File: config.mk
export PLATFORM = sky130hd
export DESIGN_NAME = store_buffer_flat
export DESIGN_NICKNAME = d
export VERILOG_FILES = /design/src/rtl/store_buffer_if.sv /design/src/rtl/store_buffer.sv /design/src/flat_wrapper.sv
export SDC_FILE = /design/constraint.sdc
export NUM_CORES = 1
export LEC_CHECK = 0
export BUFFER_PORTS_ARGS = -buffer_cell sky130_fd_sc_hd__buf_2
export CAP_MARGIN = 20
export CORE_MARGIN = 2
export CORE_UTILIZATION = 50
export DETAILED_ROUTE_END_ITERATION = 6
export PLACE_DENSITY = 0.71
export SLEW_MARGIN = 10
export SYNTH_ARGS = -nofsm -noshare
export SYNTH_HDL_FRONTEND = slang
export SYNTH_SLANG_ARGS = --single-unit
File: constraint.sdc
create_clock -name clk -period 8.6 [get_ports clk]
set_input_delay 0.86 -clock clk [delete_from_list [all_inputs] [get_ports clk]]
set_output_delay 0.86 -clock clk [all_outputs]
set_load 0.005 [all_outputs]
File: src/rtl/store_buffer_if.sv
// Store-buffer bus bundle: writeback-side store handshake and memory-side drain handshake.
// The slave modport is the buffer's view; master is the writeback/memory environment's view.
interface store_buffer_if #(
    parameter int unsigned XLEN = 32
) ();
    localparam int unsigned STRB_W = XLEN / 8;

    logic              in_valid;
    logic              in_ready;
    logic [XLEN-1:0]   in_addr;
    logic [XLEN-1:0]   in_data;
    logic [1:0]        in_width;

    logic              mem_valid;
    logic              mem_ready;
    logic [XLEN-1:0]   mem_addr;
    logic [XLEN-1:0]   mem_wdata;
    logic [STRB_W-1:0] mem_wstrb;

    modport master (
        output in_valid, in_addr, in_data, in_width, mem_ready,
        input  in_ready, mem_valid, mem_addr, mem_wdata, mem_wstrb
    );

    modport slave (
        input  in_valid, in_addr, in_data, in_width, mem_ready,
        output in_ready, mem_valid, mem_addr, mem_wdata, mem_wstrb
    );
endinterface

File: src/rtl/store_buffer.sv
// In-order store queue between writeback and data memory: lane-formats stores on entry,
// drains them over a valid/ready port, and answers load-hazard probes on aligned words.
module store_buffer #(
    parameter int unsigned XLEN   = 32,
    parameter int unsigned DEPTH  = 4,
    parameter int unsigned STRB_W = XLEN / 8
) (
    input  logic                     clk,
    input  logic                     reset_n,
    store_buffer_if.slave            bus,
    input  logic [XLEN-1:0]          probe_addr,
    output logic                     probe_hit,
    output logic [$clog2(DEPTH):0]   count,
    output logic                     empty,
    output logic                     misaligned_err
);
    localparam int unsigned PTR_W  = $clog2(DEPTH);
    localparam int unsigned CNT_W  = PTR_W + 1;
    localparam int unsigned LANE_W = $clog2(STRB_W);
    localparam bit          DW_OK  = (XLEN == 64);

    typedef struct packed {
        logic [XLEN-1:0]   addr;
        logic [XLEN-1:0]   data;
        logic [STRB_W-1:0] strb;
    } entry_t;

    entry_t             entries_q [DEPTH];
    logic [PTR_W-1:0]   head_q;
    logic [PTR_W-1:0]   tail_q;
    logic [CNT_W-1:0]   count_q;
    logic [CNT_W-1:0]   count_d;
    logic               empty_q;
    logic               in_ready_q;
    logic               err_q;

    entry_t             new_entry;
    logic               illegal;
    logic               push;
    logic               push_legal;
    logic               pop;
    logic [LANE_W-1:0]  lane;
    logic [LANE_W+2:0]  shamt;
    logic [XLEN-1:0]    probe_line;
    logic [PTR_W-1:0]   slot_off;

    assign lane  = bus.in_addr[LANE_W-1:0];
    assign shamt = {lane, 3'b000};

    // Move the right-justified store value onto its byte lanes and classify alignment.
    always_comb begin
        new_entry.addr = {bus.in_addr[XLEN-1:LANE_W], LANE_W'(0)};
        new_entry.data = bus.in_data;
        new_entry.strb = '1;
        illegal        = 1'b0;
        case (bus.in_width)
            2'd0: begin
                new_entry.strb = STRB_W'(1) << lane;
                new_entry.data = XLEN'(bus.in_data[7:0]) << shamt;
            end
            2'd1: begin
                new_entry.strb = STRB_W'(2'b11) << lane;
                new_entry.data = XLEN'(bus.in_data[15:0]) << shamt;
                illegal        = lane[0];
            end
            2'd2: begin
                new_entry.strb = STRB_W'(4'hF) << lane;
                new_entry.data = XLEN'(bus.in_data[31:0]) << shamt;
                illegal        = (lane[1:0] != 2'b00);
            end
            default: begin
                illegal = (lane != '0) || !DW_OK;
            end
        endcase
    end

    // An illegal store still completes the handshake; it only skips the enqueue.
    assign push       = bus.in_valid && in_ready_q;
    assign push_legal = push && !illegal;
    assign pop        = !empty_q && bus.mem_ready;

    always_comb begin
        count_d = count_q;
        case ({push_legal, pop})
            2'b10:   count_d = count_q + CNT_W'(1);
            2'b01:   count_d = count_q - CNT_W'(1);
            default: count_d = count_q;
        endcase
    end

    // Control state; in_ready/empty are registered from the next count so they never see mem_ready.
    always_ff @(posedge clk) begin
        if (!reset_n) begin
            head_q     <= '0;
            tail_q     <= '0;
            count_q    <= '0;
            empty_q    <= 1'b1;
            in_ready_q <= 1'b1;
            err_q      <= 1'b0;
        end else begin
            if (pop) begin
                head_q <= head_q + PTR_W'(1);
            end
            if (push_legal) begin
                tail_q <= tail_q + PTR_W'(1);
            end
            count_q    <= count_d;
            empty_q    <= (count_d == '0);
            in_ready_q <= (count_d < CNT_W'(DEPTH));
            err_q      <= push && illegal;
        end
    end

    // Entry payloads need no reset: occupancy is tracked by head/count alone.
    always_ff @(posedge clk) begin
        if (push_legal) begin
            entries_q[tail_q] <= new_entry;
        end
    end

    // Hazard probe over occupied slots only, including the one popping this cycle.
    always_comb begin
        probe_hit  = 1'b0;
        slot_off   = '0;
        probe_line = {probe_addr[XLEN-1:LANE_W], LANE_W'(0)};
        for (int i = 0; i < int'(DEPTH); i++) begin
            slot_off = PTR_W'(i) - head_q;
            if ((CNT_W'(slot_off) < count_q) && (entries_q[i].addr == probe_line)) begin
                probe_hit = 1'b1;
            end
        end
    end

    assign bus.in_ready  = in_ready_q;
    assign bus.mem_valid = !empty_q;
    assign bus.mem_addr  = entries_q[head_q].addr;
    assign bus.mem_wdata = entries_q[head_q].data;
    assign bus.mem_wstrb = entries_q[head_q].strb;

    assign count          = count_q;
    assign empty          = empty_q;
    assign misaligned_err = err_q;
endmodule

File: src/flat_wrapper.sv
// flat-port wrapper written by rule: the top's interface ports become plain ports
module store_buffer_flat 
#(
    parameter int unsigned XLEN   = 32,
    parameter int unsigned DEPTH  = 4,
    parameter int unsigned STRB_W = XLEN / 8
)
  (clk, reset_n, probe_addr, probe_hit, count, empty, misaligned_err, bus_in_valid, bus_in_addr, bus_in_data, bus_in_width, bus_mem_ready, bus_in_ready, bus_mem_valid, bus_mem_addr, bus_mem_wdata, bus_mem_wstrb);
  store_buffer_if #(.XLEN(XLEN)) bus_i ();
  input  logic clk;
  input  logic reset_n;
  input  logic [XLEN-1:0] probe_addr;
  output logic probe_hit;
  output logic [$clog2(DEPTH):0] count;
  output logic empty;
  output logic misaligned_err;
  input wire logic [$bits(bus_i.in_valid)-1:0] bus_in_valid;
  input wire logic [$bits(bus_i.in_addr)-1:0] bus_in_addr;
  input wire logic [$bits(bus_i.in_data)-1:0] bus_in_data;
  input wire logic [$bits(bus_i.in_width)-1:0] bus_in_width;
  input wire logic [$bits(bus_i.mem_ready)-1:0] bus_mem_ready;
  output wire logic [$bits(bus_i.in_ready)-1:0] bus_in_ready;
  output wire logic [$bits(bus_i.mem_valid)-1:0] bus_mem_valid;
  output wire logic [$bits(bus_i.mem_addr)-1:0] bus_mem_addr;
  output wire logic [$bits(bus_i.mem_wdata)-1:0] bus_mem_wdata;
  output wire logic [$bits(bus_i.mem_wstrb)-1:0] bus_mem_wstrb;
  assign bus_i.in_valid = bus_in_valid;
  assign bus_i.in_addr = bus_in_addr;
  assign bus_i.in_data = bus_in_data;
  assign bus_i.in_width = bus_in_width;
  assign bus_i.mem_ready = bus_mem_ready;
  assign bus_in_ready = bus_i.in_ready;
  assign bus_mem_valid = bus_i.mem_valid;
  assign bus_mem_addr = bus_i.mem_addr;
  assign bus_mem_wdata = bus_i.mem_wdata;
  assign bus_mem_wstrb = bus_i.mem_wstrb;
  store_buffer #(.XLEN(XLEN), .DEPTH(DEPTH), .STRB_W(STRB_W)) u_core (.clk(clk), .reset_n(reset_n), .bus(bus_i), .probe_addr(probe_addr), .probe_hit(probe_hit), .count(count), .empty(empty), .misaligned_err(misaligned_err));
endmodule
==> out/results.tsv <==
metric	value	unit
post-cts resize count	0	
Final period util	42.81	%
Total Routed Length	27930	µm
Pwr Density	234.0	nW/µm²
setup tns final	0	ns
Worst Setup End Kind	primary output	
Place WS	4.912	ns
Slew headroom	25.59	%
Initial Util	50.74	%
Final nets	1007	
Synth top area share	64.43	%
core area	24250	µm²
Reg2Reg Setup Slack	6.56	ns
die area	25880	µm²
CTS tree	yes	
Row Count	57	
crit-path max FO	36	
clock buffer count from CTS	29	
Data required, critical path	7.74	ns
status	complete, no violations	
# IOs	178	
Final Critical Period	3.681	ns
Max Clock Skew	0.009375	ns
initial antenna violation count	2	
hpwl dp	18490	µm
largest net degree at the start of global routing	67	
kind of critical path	register to primary output	
Final Hold Fails	0	
reg2reg start	u_core.bus.in_ready	
Reg clk slew, reported paths	0.06	ns
GRT Util Overall	21.65	%
fraction of layout cells with a size suffix above 1	32.13	%
First DRT Iteration DRCs	448	
DR WL/cell	22.54	µm
worst min path class	register to register	
Data arrival, critical path	2.82	ns
warning count from the yosys run	0	
Synth Register Bits	276	
# Max-Cap Violations	0	
Post-route DRC	0	
grt ovf	0	
leakage	4.908	nW
first-pass GRT wire length	42060	µm
fill cell count	1885	
clock sinks	276	
Worst R2R End	u_core.entries_q[2][33]	
Die Y	160.9	µm
Slew Limit Fails	0	
slew at the pin closest to its max-slew limit	1.116	ns
Reg2Reg Depth	2	
vias in the first global route	6987	
Mapped Area	12300	µm²
area leader, netlist	edfxtp_1	
Fmax	0.2716	GHz
number of diodes	0	
root buffer selected by CTS	clkbuf_16	
CP Launch Type	register	
ratio of routed vias to standard cells	5.709	
input/output buffers	173	
post-synthesis cell type count	46	
sequential fraction of the synthesis area	66.38	%
Cells after Synth	719	
die width	160.9	µm
RSZ-0062 raised after global routing	no	
area growth from synthesis to layout	17.25	%
H-tree Lvls	1	
DR vias	7074	
Synth area leaders	edfxtp_1 64%, mux4_2 12%, xor2_1 5.2%	
ANT nets after route	0	
Finish-stage setup viols	0	
TritonRoute pass-1 iters	5	
Post-CTS Hold Fix Bufs	0	
clock buffer depth	3	
Setup Fix Bufs, Post-CTS	0	
Max VDD drop	190.8	µV
CP endpoint	bus_mem_wdata[16]	
Placer Congestion	0.9183	
average size of a mapped cell	17.11	µm²
worst-skew pair later-pin latency	0.54	ns
worst setup margin	4.919	ns
[cell usage after synthesis (all sizes together)]
library cell	n
xnor2	54
clkbuf	14
and3	2
buf	20
and3b	1
nor4	17
inv	15
a221o	4
nor2	8
a31oi	1
conb	1
nand2b	1
o21bai	1
fa	1
edfxtp	264
a22oi	24
xor2	73
nor3	4
nor3b	1
or4	1
a211o	1
dfxtp	12
or2	3
a2111oi	3
a32oi	4
nor2b	9
a2111o	1
mux2i	1
ha	12
o21ba	1
mux4	66
and2	19
a21oi	8
nand4	15
o21ai	26
nand3	4
nand2	27
[how the worst min path moves through the flow]
stage	start	slack, ns	endpoint	cells past startpoint
5_1_grt	u_core.bus.in_ready	0.49	u_core.misaligned_err	2
2_1_floorplan	u_core.bus.in_ready	0.46	u_core.misaligned_err	2
3_3_place_gp	u_core.bus.in_ready	0.47	u_core.misaligned_err	2
6_report	u_core.bus.in_ready	0.47	u_core.misaligned_err	2
3_5_place_dp	u_core.bus.in_ready	0.46	u_core.misaligned_err	2
4_1_cts	u_core.bus.in_ready	0.47	u_core.misaligned_err	2
[placed cells by master (no fill, tap or decap), drive strengths merged, types with 4 or more instances in the layout]
cell and instances:
a22oi 24, clkinv 9, a221o 4, ha 12, xor2 73, nand3 4, nand2 27, nor2 8
o21ai 26, nor2b 9, edfxtp 264, clkbuf 41, nor4 17, a21oi 8, and2 19, dfxtp 12
nand4 15, xnor2 54, nor3 4, inv 16, a32oi 4, buf 175, mux4 66
[logic make-up (layout without fill, tap and decap cells)]
family,count (synthesis),in the layout,synth area share [%]
muxes,67,67,12.16
xor gates and xnor gates,127,127,9.040
DFF,276,276,66.38
adders and majority gates,13,13,1.383
other,1,2,0.03048
AOI/OAI and AO/OA,74,74,4.118
and+or+nand+nor,112,112,5.135
buffers and inverters,49,244,1.749
[per-layer routing]
| layer | vias to the layer above | global-route usage (%) | share of wire (%) |
|---|---|---|---|
| met1 | 3581 | 30.32 | 41 |
| met4 | 4 | 4.505 | 1.9 |
| met2 | 283 | 35.66 | 50 |
| li1 | 3164 | - | - |
| met5 | - | 0 | 0.097 |
| met3 | 42 | 4.468 | 7.6 |
[critical path: stages (launching register included)]
cell     delay (ns)
dfxtp_4        0.78
buf_4          0.70
mux4_2         0.63
buf_2          0.15
[where the power goes]
group | switching (mW) | internal [mW]
logic | 0.266 | 0.260
clock network | 0.496 | 0.739
registers | 0.0597 | 1.55
total | 0.821 | 2.55
[layout make-up]
class	count	area, µm²	area share, %
Sequential cell	276	8175	56.67
Multi-Input combinational cell	395	3935	27.28
Timing Repair Buffer	175	900.9	6.245
Clock buffer	41	800.8	5.551
Tap cell	324	405.4	2.810
Clock inverter	13	152.6	1.058
Inverter	15	56.30	0.3903
[state kept, by name (all words and copies together) (netlist names), named ones only]
| name | cells |
|---|---|
| u_core.entries_q | 264 |
| u_core.bus.in_ready | 1 |
| u_core.count | 2 |
| u_core.empty | 1 |
| u_core.head_q | 2 |
| u_core.misaligned_err | 1 |
| u_core.tail_q | 2 |
[metrics by stage]
step	cells	utilization, %	power (mW)	hold slack (ns)	cell area [µm²]
after floorplan	720	-	1.947	0.4596	12310
after global placement	1184	55.45	2.167	0.4652	13450
after detailed placement	1184	55.45	2.174	0.4586	13450
after CTS	1238	59.38	3.406	0.4718	14400
after global routing	1239	59.49	3.514	0.4913	14430
final	1239	59.49	3.376	0.4719	14430
Note: power is estimated with default switching activity, not from simulation.
